`src/rtl/down_timer.sv`:
```
// -----------------------------------------------------------------------------
// down_timer
//   Falling-edge down-counter with one-shot and periodic (auto-reload) modes.
//   A load captures load_val into both the count and the reload register and
//   starts a run; each enabled edge decrements the count, and the edge that
//   takes the count off 1 raises a one-cycle terminal-count pulse. In periodic
//   mode that edge reloads the count from the reload register; otherwise the
//   count parks at 0 in DONE.
//
// Ports
//   clk         in   1      clock; all state changes on the falling edge
//   reset       in   1      asynchronous, active-high reset
//   load        in   1      load request (priority over en in every state)
//   load_val    in   WIDTH  start and reload value
//   en          in   1      count enable
//   auto_reload in   1      periodic mode select, sampled on the terminal edge
//   q           out  WIDTH  current count (registered)
//   tc          out  1      terminal-count pulse (registered, one cycle)
//   busy        out  1      high while in RUN
//   zero        out  1      high when q == 0
// -----------------------------------------------------------------------------
module down_timer #(
  parameter int WIDTH = 4
) (
  input  logic             clk,
  input  logic             reset,
  input  logic             load,
  input  logic [WIDTH-1:0] load_val,
  input  logic             en,
  input  logic             auto_reload,
  output logic [WIDTH-1:0] q,
  output logic             tc,
  output logic             busy,
  output logic             zero
);

  typedef enum logic [1:0] {
    IDLE = 2'b00,
    RUN  = 2'b01,
    DONE = 2'b10
  } state_t;

  localparam logic [WIDTH-1:0] CNT_ZERO = {WIDTH{1'b0}};
  localparam logic [WIDTH-1:0] CNT_ONE  = WIDTH'(1);

  state_t           state_q, state_d;
  logic [WIDTH-1:0] cnt_q,   cnt_d;
  logic [WIDTH-1:0] rl_q,    rl_d;
  logic             tc_q,    tc_d;

  // Next-state and next-count computation; load always wins over counting.
  always_comb begin
    state_d = state_q;
    cnt_d   = cnt_q;
    rl_d    = rl_q;
    tc_d    = 1'b0;

    if (load) begin
      cnt_d = load_val;
      rl_d  = load_val;
      // A zero load has nothing to count, so it goes straight to DONE.
      if (load_val != CNT_ZERO) begin
        state_d = RUN;
      end else begin
        state_d = DONE;
      end
    end else begin
      case (state_q)
        RUN: begin
          if (en) begin
            if (cnt_q > CNT_ONE) begin
              cnt_d = cnt_q - CNT_ONE;
            end else if (cnt_q == CNT_ONE) begin
              // Terminal edge: auto_reload is only looked at here.
              tc_d = 1'b1;
              if (auto_reload) begin
                cnt_d = rl_q;
              end else begin
                cnt_d   = CNT_ZERO;
                state_d = DONE;
              end
            end else begin
              // Count of 0 cannot occur in RUN; hold rather than wrap.
              cnt_d = cnt_q;
            end
          end else begin
            cnt_d = cnt_q;
          end
        end
        IDLE: begin
          state_d = IDLE;
        end
        DONE: begin
          state_d = DONE;
        end
        default: begin
          // Unreachable encoding: recover to a quiet idle state.
          state_d = IDLE;
          cnt_d   = CNT_ZERO;
          rl_d    = CNT_ZERO;
        end
      endcase
    end
  end

  // State, count, reload and pulse registers, clocked on the falling edge.
  always_ff @(negedge clk or posedge reset) begin
    if (reset) begin
      state_q <= IDLE;
      cnt_q   <= CNT_ZERO;
      rl_q    <= CNT_ZERO;
      tc_q    <= 1'b0;
    end else begin
      state_q <= state_d;
      cnt_q   <= cnt_d;
      rl_q    <= rl_d;
      tc_q    <= tc_d;
    end
  end

  assign q    = cnt_q;
  assign tc   = tc_q;
  assign busy = (state_q == RUN);
  assign zero = (cnt_q == CNT_ZERO);

endmodule
```
`config.mk`:
```
export PLATFORM = sky130hd
export DESIGN_NAME = down_timer
export DESIGN_NICKNAME = d
export VERILOG_FILES = /design/src/rtl/down_timer.sv
export SDC_FILE = /design/constraint.sdc
export NUM_CORES = 1
export LEC_CHECK = 0
export CAP_MARGIN = 10
export CORE_MARGIN = 2
export CORE_UTILIZATION = 48
export CTS_CLUSTER_SIZE = 40
export DETAILED_ROUTE_END_ITERATION = 7
export PLACE_DENSITY = 0.76
export RECOVER_POWER = 50
export SLEW_MARGIN = 0
export SYNTH_ARGS = -nofsm -noshare
export SYNTH_HDL_FRONTEND = slang
export SYNTH_SLANG_ARGS = --single-unit
```
`constraint.sdc`:
```
create_clock -name clk -period 2.8 [get_ports clk]
set_clock_uncertainty 0.1 [all_clocks]
set_input_delay 0.42 -clock clk [delete_from_list [all_inputs] [get_ports clk]]
set_output_delay 0.42 -clock clk [all_outputs]
set_load 0.05 [all_outputs]
```
---- Yosys cells after proc, flatten, opt, wreduce, memory -nomap -nowiden ----
Cells that the tools add are included.
storage, ports and cells
  bits in registers ....................... 11
  input bits .............................. 9
  output and inout bits ................... 7
  logic and storage cells ................. 43
operators by class
  add/subtract/negate cells ............... 1
  order comparisons ....................... 1
  eq/ne operators ......................... 10
  muxes and demuxes ....................... 20
  reductions and logical operators ........ 7
operators with widths
  operator               number
  $mux W4                7
  $mux W2                6
  $ne A3 B3 Y1 const B   3
  $pmux W4 S2            1
  $mux W1                5
  $eq A4 B1 Y1 const B   1
  $gt A4 B1 Y1 const B   1
  $logic_not A4 Y1       1
  $ne A2 B1 Y1 const B   2
  $ne A4 B2 Y1 const B   1
  $pmux W2 S2            1
  $reduce_and A4 Y1      1
  $reduce_bool A4 Y1     1
  $sub A4 B1 Y4 const B  1
  $ne A3 B2 Y1 const B   1
  $reduce_and A3 Y1      1
  $reduce_or A3 Y1       1
  $eq A2 B1 Y1 const B   1
  $eq A2 B2 Y1 const B   1
  $logic_not A2 Y1       1
  $reduce_or A2 Y1       1

---- Depth between registers and ports, before layout ----
  word-level depth ........................ 6
  mapped depth ............................ 6
  depth with buffers taken out ............ 6

==> metrics.cfg <==
[synth]
synthDistinctLibCells=30
ys_seq_area_frac=0.3667
syn-cell-area_um2=750.7
ys_seq_elements=11
synth_top_family_by_area=compound AO/OA/AOI/OAI gates
synthAdderAreaFrac=0.1167
avgSynthCellArea_um2=9.503
synth_mux_area_frac=0
yosysWarnings=0
yosys.area_share.simple=0.1833
synth_compound_area_frac=0.2817
syn_nets=95
syn_inst=79
synth_xor_area_frac=0

[power]
p_leak_nw=0.6075
clockPowerShare=0.161
powerDensity_nw_per_um2=571.5
power_switching_mw=0.2783
p_sw_frac=0.3830
finalPower_mw=0.7265
pwr-share-seq=0.270
irDropWorstVdd_mv=0.3603
combPwrFrac=0.569
power.internal_mw=0.4482

[cts]
clk_pin_slew_ns=0.06
cts_tree=built
cts_hold_buf=0
cts_num_sinks=11
cts_buffers=3
h-tree-depth=1
clockBufferDepth=2
cts-root-buf=clkbuf_4
insertion_delay_ns=0.29

[setup_path]
crit_family=flip-flops
r2r_end=q[1]
slowest_delay_ns=0.42
crit_arrival_ns=2.60
critical_path_required_ns=2.28
crit_buf_inv=2
r2r_slack_ns=0.37
cp_slowest_cell=dfrtn_1
crit_start=q[0]
path_class=reg2out
reg2reg_from=q[1]
cp_cell_sequence=inv_2, ha_4, and2_4, buf_12
startpoint_type=flip-flop
r2r_cells=8
cp-end-kind=primary output
critical_path.max_fanout=2

[min_path]
hp-class=reg2reg
hold_end=rl_q[2]
min_from=rl_q[2]
worstHoldPathCells=2

[grt]
grt_pass1_vias=805
grt.overflow.total=0
grt_pass1_wl_um=3601
antenna_found_initial=0
grt_max_degree=12
grt_use_total=0.2558

[sta]
finalWorstSetupSlack_ns=-0.3180
finalHoldViolCount=0
maxSlewHeadroom=0.6963
setup_viol=6
finalSetupTns_ns=-0.9202
whs_ns=0.3341
worst_pin_slew_ns=0.4550
rsz0062_at_grt=true
drv_slew=0

[route]
vias=818
ant_nets=0
wl_um=2096
drc=0
drtIter0Drc=22
routedWlPerCell_um=14.76
vias_per_cell=5.761
first_pass_iters=4

[place]
placed_area_um2=1127
gp_congestion=0.8021
place_ws_ns=-0.4461
dp_hpwl_um=1445
port_buffers=15

[status]
violations=setup timing
run_status=finished, violations left

[die]
die_h_um=43.55
fp.dieW_um=43.55
core_um2=1489
boundaryPins=16
num_rows=14
start_util=0.5042
die_area_um2=1896

[run]
maxCapViolations=0

[final_layout]
diodes=0
area_delta_synth_final_pct=69.33
drive_gt1_frac=0.4206
fillers=86
fin_area_um2=1271
num-nets-final=143

[worst reg2reg max path: stages (launching register included)]
cell	delay (ns)
dfrtn_1	0.42
inv_2	0.06
buf_4	0.12
buf_4	0.12
buf_4	0.13
ha_1	0.24
or4b_4	0.53
a311oi_4	0.40
a22oi_1	0.14
[power by group through the flow]
stage / clock (mW) / combinational [mW] / sequential (mW)
2_1_floorplan: 0 / 0.155 / 0.240
3_3_place_gp: 0 / 0.356 / 0.196
3_5_place_dp: 0 / 0.361 / 0.197
4_1_cts: 0.116 / 0.400 / 0.196
5_1_grt: 0.122 / 0.445 / 0.198
6_report: 0.117 / 0.414 / 0.196
[cell type report]
class | count | area, um^2 | share of cell area
clock buffers | 4 | 26.28 | 0.02067
multi-input cells | 60 | 478.0 | 0.3760
inverters | 6 | 22.52 | 0.01772
flip-flops and latches | 11 | 275.3 | 0.2165
well taps | 16 | 20.02 | 0.01575
repair buffers | 45 | 449.2 | 0.3533
[layout by cell type, fill, tap and decap left out, types with 2 or more instances in the layout]
| cell type | instances |
|---|---|
| buf_4 | 28 |
| dfrtn_1 | 11 |
| nand2_1 | 9 |
| buf_12 | 7 |
| nor2_1 | 6 |
| a21oi_1 | 5 |
| ha_1 | 5 |
| dlygate4sd2_1 | 5 |
| o21ai_0 | 4 |
| a22o_1 | 3 |
| inv_2 | 3 |
| inv_1 | 3 |
| clkbuf_4 | 3 |
| or2_2 | 2 |
| a311oi_1 | 2 |
| a22oi_1 | 2 |
| ha_4 | 2 |
| buf_6 | 2 |
[kinds of logic (layout without fill, tap and decap cells)]
logic type / Yosys count / in the layout
compound gates: 27 / 27
simple gates: 26 / 26
flops: 11 / 11
buf+inv: 8 / 55
fa+ha+maj: 7 / 7
[routing by layer]
metal  up-vias  global-route usage  part of all wire
met4         0             0.09091             0.012
met5         -                   0                 0
met2        35              0.4471              0.51
li1        391                   -                 -
met1       389              0.3183              0.43
met3         3             0.03750             0.042
[Yosys cell counts]
cell type / n / area share
inv_1: 6 / 0.030
o21ai_0: 5 / 0.033
and2_1: 1 / 0.0083
ha_1: 7 / 0.12
a22o_1: 3 / 0.035
a221oi_1: 1 / 0.012
nor2_1: 7 / 0.035
nand2b_1: 1 / 0.0083
or4b_4: 1 / 0.018
a21boi_0: 1 / 0.010
a21oi_1: 5 / 0.033
nor3_1: 1 / 0.0067
o32ai_1: 1 / 0.012
and4_1: 1 / 0.012
nand4bb_1: 1 / 0.015
buf_6: 1 / 0.015
o311a_1: 1 / 0.013
a211o_1: 1 / 0.012
a311oi_4: 1 / 0.035
a311oi_1: 2 / 0.023
o31ai_1: 1 / 0.010
or2_2: 2 / 0.017
nor4b_1: 1 / 0.012
o41ai_1: 2 / 0.023
dfrtn_1: 11 / 0.37
nand2_1: 9 / 0.045
nand3_1: 1 / 0.0067
buf_2: 1 / 0.0067
a22oi_1: 2 / 0.020
o21bai_1: 1 / 0.010
[worst max path at each step]
stage                      end  slack, ns  cells past startpoint
finish                    zero      -0.32                      4
global route              zero      -0.35                      4
CTS                       zero      -0.32                      4
detailed placement  state_q[1]      -0.45                      5
global placement    state_q[1]      -0.41                      5
floorplan                 zero      -0.33                      3
[state kept, by name, summed over array words and instances (netlist names)]
signal and cells:
rl_q 4, tc 1, q 4, state_q 2
[through the flow]
| step | instances | util |
|---|---|---|
| CTS | 140 | 0.8378 |
| floorplan | 79 | - |
| global route | 142 | 0.8538 |
| finish | 142 | 0.8538 |
| global placement | 127 | 0.7571 |
| detailed placement | 127 | 0.7571 |
[repair_timing]
action / 4_1_cts / 5_1_grt
setup endpoints to repair: 12 / 7
pin swaps: 4 / 1
setup buffers: 10 / 4
resized for setup: 13 / 2
Power figures use the tool's default switching activity.
